### src/rtl/dmem_store_sched.sv
// dmem_store_sched: store buffer and port scheduler between two memory-stage
// lanes and a dual-port data memory. Lane stores are queued in a DEPTH-entry
// FIFO and drained through whichever memory ports the cycle's loads leave
// free. Loads read memory combinationally, with forwarding from the buffer
// and (for lane 1) from a same-cycle lane-0 store. Lane 0 is the older lane.
//
// Ports:
//   clk, reset_n             clock, asynchronous active-low reset
//   l0_*/l1_* req,we,addr,wd lane requests (addr[1:0] ignored, word access)
//   l0_rd, l1_rd             combinational load data
//   stall                    this cycle's requests are not accepted
//   empty, count             registered buffer occupancy
//   mem_a/b, mem_wea/b, mem_wda/b, mem_rda/b   dual-port data memory
module dmem_store_sched #(
  parameter int unsigned DEPTH = 4
) (
  input  logic        clk,
  input  logic        reset_n,
  input  logic        l0_req,
  input  logic        l0_we,
  input  logic [31:0] l0_addr,
  input  logic [31:0] l0_wd,
  input  logic        l1_req,
  input  logic        l1_we,
  input  logic [31:0] l1_addr,
  input  logic [31:0] l1_wd,
  output logic [31:0] l0_rd,
  output logic [31:0] l1_rd,
  output logic        stall,
  output logic        empty,
  output logic [((DEPTH > 1) ? $clog2(DEPTH) : 1):0] count,
  output logic [31:0] mem_a,
  output logic [31:0] mem_b,
  output logic        mem_wea,
  output logic        mem_web,
  output logic [31:0] mem_wda,
  output logic [31:0] mem_wdb,
  input  logic [31:0] mem_rda,
  input  logic [31:0] mem_rdb
);

  localparam int unsigned PW = (DEPTH > 1) ? $clog2(DEPTH) : 1;
  localparam int unsigned CW = PW + 1;
  localparam int unsigned AW = 30;

  logic [AW-1:0] buf_addr [DEPTH];
  logic [31:0]   buf_data [DEPTH];
  logic [PW-1:0] head;
  logic [PW-1:0] tail;
  logic [CW-1:0] cnt;

  logic          st0, st1, ld0, ld1;
  logic [1:0]    n_st;
  logic [CW-1:0] free;
  logic          stall_c;
  logic          push0, push1;
  logic [1:0]    pushes, pops;
  logic          drain_a, drain_b;
  logic [PW-1:0] idx_a, idx_b;
  logic          fwd0_hit, fwd1_hit;
  logic [31:0]   fwd0_data, fwd1_data;
  logic          l0_to_l1;
  logic          unused_addr_lsbs;

  assign unused_addr_lsbs = ^{l0_addr[1:0], l1_addr[1:0]};

  // Store acceptance: all-or-nothing against the free space at cycle start
  assign st0     = l0_req & l0_we;
  assign st1     = l1_req & l1_we;
  assign ld0     = l0_req & ~l0_we;
  assign ld1     = l1_req & ~l1_we;
  assign n_st    = {1'b0, st0} + {1'b0, st1};
  assign free    = CW'(DEPTH) - cnt;
  assign stall_c = CW'(n_st) > free;
  assign push0   = st0 & ~stall_c;
  assign push1   = st1 & ~stall_c;
  assign pushes  = {1'b0, push0} + {1'b0, push1};

  // Drain scheduling: port A takes the oldest entry, port B the next one.
  // reset_n gates the enables so an asserted reset kills in-flight writes.
  assign drain_a = reset_n & ~ld0 & (cnt != '0);
  assign drain_b = reset_n & ~ld1 & (cnt > CW'(drain_a));
  assign idx_a   = head;
  assign idx_b   = head + PW'(drain_a);
  assign pops    = {1'b0, drain_a} + {1'b0, drain_b};

  // Memory port drive; idle or load-owned ports carry the lane address
  always_comb begin
    mem_a   = l0_addr;
    mem_b   = l1_addr;
    mem_wea = 1'b0;
    mem_web = 1'b0;
    mem_wda = '0;
    mem_wdb = '0;
    if (drain_a) begin
      mem_a   = {buf_addr[idx_a], 2'b00};
      mem_wea = 1'b1;
      mem_wda = buf_data[idx_a];
    end
    if (drain_b) begin
      mem_b   = {buf_addr[idx_b], 2'b00};
      mem_web = 1'b1;
      mem_wdb = buf_data[idx_b];
    end
  end

  // Buffer forwarding: walk oldest to youngest so the youngest match wins.
  // Entries draining this cycle are still counted and still forward.
  always_comb begin
    fwd0_hit  = 1'b0;
    fwd1_hit  = 1'b0;
    fwd0_data = '0;
    fwd1_data = '0;
    for (int unsigned i = 0; i < DEPTH; i++) begin
      if (CW'(i) < cnt) begin
        if (buf_addr[head + PW'(i)] == l0_addr[31:2]) begin
          fwd0_hit  = 1'b1;
          fwd0_data = buf_data[head + PW'(i)];
        end
        if (buf_addr[head + PW'(i)] == l1_addr[31:2]) begin
          fwd1_hit  = 1'b1;
          fwd1_data = buf_data[head + PW'(i)];
        end
      end
    end
  end

  // Lane 1 sees an accepted same-cycle lane-0 store ahead of the buffer
  assign l0_to_l1 = reset_n & push0 & (l0_addr[31:2] == l1_addr[31:2]);

  assign l0_rd = fwd0_hit ? fwd0_data : mem_rda;
  assign l1_rd = l0_to_l1 ? l0_wd : (fwd1_hit ? fwd1_data : mem_rdb);

  assign stall = stall_c;
  assign empty = (cnt == '0);
  assign count = cnt;

  // Pointer and occupancy state
  always_ff @(posedge clk or negedge reset_n) begin
    if (!reset_n) begin
      head <= '0;
      tail <= '0;
      cnt  <= '0;
    end else begin
      head <= head + PW'(pops);
      tail <= tail + PW'(pushes);
      cnt  <= cnt + CW'(pushes) - CW'(pops);
    end
  end

  // Entry storage, lane 0 lands first when both lanes push
  always_ff @(posedge clk) begin
    if (push0) begin
      buf_addr[tail] <= l0_addr[31:2];
      buf_data[tail] <= l0_wd;
    end
    if (push1) begin
      buf_addr[tail + PW'(push0)] <= l1_addr[31:2];
      buf_data[tail + PW'(push0)] <= l1_wd;
    end
  end

endmodule
### config.mk
export PLATFORM = sky130hd
export DESIGN_NAME = dmem_store_sched
export DESIGN_NICKNAME = d
export VERILOG_FILES = /design/src/rtl/dmem_store_sched.sv
export SDC_FILE = /design/constraint.sdc
export NUM_CORES = 1
export LEC_CHECK = 0
export ABC_AREA = 1
export CORE_MARGIN = 2
export CORE_UTILIZATION = 40
export DETAILED_ROUTE_END_ITERATION = 16
export SLEW_MARGIN = 0
export SYNTH_ARGS = -nofsm -noshare
export SYNTH_HDL_FRONTEND = slang
export SYNTH_SLANG_ARGS = --single-unit
### constraint.sdc
create_clock -name clk -period 16 [get_ports clk]
set_input_delay 1.6 -clock clk [delete_from_list [all_inputs] [get_ports clk]]
set_output_delay 1.6 -clock clk [all_outputs]
set_load 0.1 [all_outputs]
==> results.cfg <==
[clock_tree]
cts_setup_buffers = 0
path_clk_slew_ns = 0.06
cts_root_buf = clkbuf_16
cts_sinks = 255
clk-insertion-delay-late_ns = 0.56
cts_resized = 0
htree_num_levels = 2
hold_buffers = 0
cts_buffers = 35
tritoncts = done
clockBufferDepth = 3

[routing]
drt_iter0_markers = 4226
vias_per_cell = 5.668
dr_total_vias = 34113
drc_errors = 0
ant_nets = 0
firstDrtPassIters = 9
routedWlPerCell_um = 23.61
wl_um = 142100

[critical_path]
crit_type = register to primary output
worst_r2r_startpoint = count[0]
cp_data_arrival_time_ns = 8.06
slowest_stage = clkdlybuf4s50_1
reg2reg_to = buf_addr[1][6]
cp_slowest_stage_delay_ns = 1.16
cp_num_buf_inv = 8
reg2reg_depth = 13
regToRegSetupSlack_ns = 10.87
required_ns = 14.40
end_kind = primary output
timing.critical_path.mode_cell = buf_4
crit_family = buffers and inverters
worstPathCellList = buf_4 -> inv_6 -> buf_4 -> nand2_2 -> nand2_8 -> buf_4 -> nand2_1 -> nand3_1 -> nand4_1 -> nor2_1 -> nand2_1 -> nor2_2 -> buf_4 -> nand2_1 -> nand2_1 -> nor2_2 -> buf_4 -> inv_2 -> nor2_1 -> a21oi_1 -> clkdlybuf4s50_1
start_kind = register
crit_fanout = 133

[synth]
synthesis.nets = 5118
synthFlopType = edfxtp_1
synth_area_um2 = 28100
yosysUniqueCellTypes = 40
synth_common_cells = nand2_1, o21ai_0, nand3_1
yosys_warnings = 0
synth_top_area_cell = edfxtp_1
yosysMostFrequentCell = nand2_1
synth.area.top_cells = edfxtp_1, nand2_1, o21ai_0, nand3_1, inv_1
ys_async_sr_fraction_pct = 2.745
yosys.area.top_type_share_pct = 26.50
synth_seq_cells = 255
synth.avg_cell_area_um2 = 5.731
synth-edff-count = 248
yosysSeqAreaShare_pct = 27.12
netlist_instances = 4904

[status]
status = completed

[placed_design]
portBuffers = 396
placed_cells = 5947
post-place-ws_ns = 6.965
place_hpwl_um = 103900
globalplace.congestion = 1.043

[timing]
drv_slew = 0
post-route-period-util_pct = 60.40
worstMarginPinSlew_ns = 1.181
fmax_ghz = 0.1035
hold_slack_ns = 0.6317
min_period_ns = 9.664
setup_viol = 0
relSlewSlack_pct = 21.18
setup_slack_ns = 6.336
hold_viol_final = 0
tns_ns = 0
skew_ns = 0.02009
grt_setup_unrepaired = no

[worst_hold_path]
min_from = count[0]
hold-path-cell-count = 1
min_path_type = register to register
hold_end = count[0]

[cells_and_area]
utilization_pct = 47.95
drive_gt1_share_pct = 2.958
fin_cells = 6019
area_growth_syn_to_layout_pct = 19.06
fillers = 7449
num-nets-final = 5258

[floorplan]
top_level_ports = 397
die_w_um = 269.1
die-area_um2 = 72390
design.core.area_um2 = 69790
rows = 97
initial_core_util_pct = 40.27
die_h_um = 269.1

[global_route]
first_global_vias = 29644
grt_max_degree = 134
grt-ovfl-total = 0
track_usage_pct = 38.14
grt_pass1_wl_um = 202700
antenna_found_initial = 8

[power_and_ir_drop]
power_density_nw_per_um2 = 227.6
p_int_w = 0.002720
power_switching_w = 0.004896
power_frac_seq_pct = 14.3
peakVddDrop_mv = 0.1874
switching_share_pct = 64.28
p_clk_share_pct = 10.7
comb_power_share_pct = 75.1
leakage_nw = 15.68

[run]
max_cap_violations = 0
==> cells by family after synthesis <==
group                      share of synthesized area (%)
buffers and inverters                              12.06
xor gates and xnor gates                           1.839
adders and majority gates                         0.7658
AOI/OAI and AO/OA                                  16.90
DFF                                                27.12
and+or+nand+nor                                    41.32
==> final cells by class <==
type	count	area (um2)	area share (%)
multi-input cells	3814	17260	51.59
inverters	487	1848	5.523
repair buffers	451	4377	13.08
clock buffers	47	972.2	2.905
well taps	940	1176	3.515
clock inverters	17	177.7	0.5310
diodes	8	20.02	0.05983
flip-flops and latches	255	7627	22.79
==> placed cells by master (no fill, tap or decap), types with 6 or more instances in the layout <==
master           instances
nor2_1                 408
nand3_1                540
nor2_2                   6
nor3_1                  37
o21ai_0                626
clkinv_1                38
o211ai_1                39
inv_2                    6
a31oi_1                 16
o22ai_1                 28
xnor2_1                 11
inv_1                  445
buf_4                   55
clkdlybuf4s50_1        396
a211oi_1                67
ha_1                    13
a21oi_1                 83
nand2_1               1808
o21ai_1                 15
diode_2                  8
nand4_1                 26
nor2_4                   8
clkbuf_1                 8
xor2_1                  47
edfxtp_1               248
clkbuf_16               36
==> state kept, by name, summed over array words and instances, names as in the netlist <==
name      count
buf_data    128
buf_addr    120
count         3
head          2
tail          2
==> power groups by stage <==
stage | combinational (W) | sequential, W | clock (W)
after floorplan | 0.00380 | 0.00112 | 0
after global placement | 0.00556 | 0.00110 | 0
after detailed placement | 0.00558 | 0.00110 | 0
after CTS | 0.00559 | 0.00109 | 0.000814
after global routing | 0.00607 | 0.00111 | 0.000838
final | 0.00572 | 0.00109 | 0.000812
==> through the flow <==
step                total power, W  cell area (um2)
detailed placement        0.006674            32290
global route              0.008018            33440
global placement          0.006660            32290
finish                    0.007616            33460
CTS                       0.007494            33440
floorplan                 0.004923            28100
==> routing by layer <==
metal	vias to the layer above	wire, um	global-route usage [%]	part of all wire [%]
met2	1858	62440	59.96	44
li1	16196	-	-	-
met5	-	30	0	0.021
met3	292	13030	5.114	9.2
met4	4	5907	14.59	4.2
met1	15763	60700	53.07	43
==> worst reg2reg max path, delay by kind of cell, from the launching register on <==
| kind | cells | cell delay (ns) |
|---|---|---|
| and+or+nand+nor | 3 | 0.81 |
| DFF | 1 | 0.44 |
| AOI/OAI and AO/OA | 2 | 0.83 |
| adders and majority gates | 3 | 0.80 |
| buffers and inverters | 4 | 1.34 |
| xor gates and xnor gates | 1 | 0.50 |
==> how the worst max path moves through the flow <==
stage | startpoint | to | slack [ns] | cells after the start
global placement | l0_addr[23] | l0_rd[21] | 6.97 | 16
global route | head[1] | l1_rd[9] | 5.97 | 25
CTS | head[1] | l0_rd[17] | 6.59 | 21
detailed placement | l0_addr[23] | l0_rd[17] | 6.96 | 16
finish | head[1] | l0_rd[1] | 6.34 | 21
floorplan | count[0] | mem_wdb[14] | 6.43 | 12
Power figures use the tool's default switching activity.
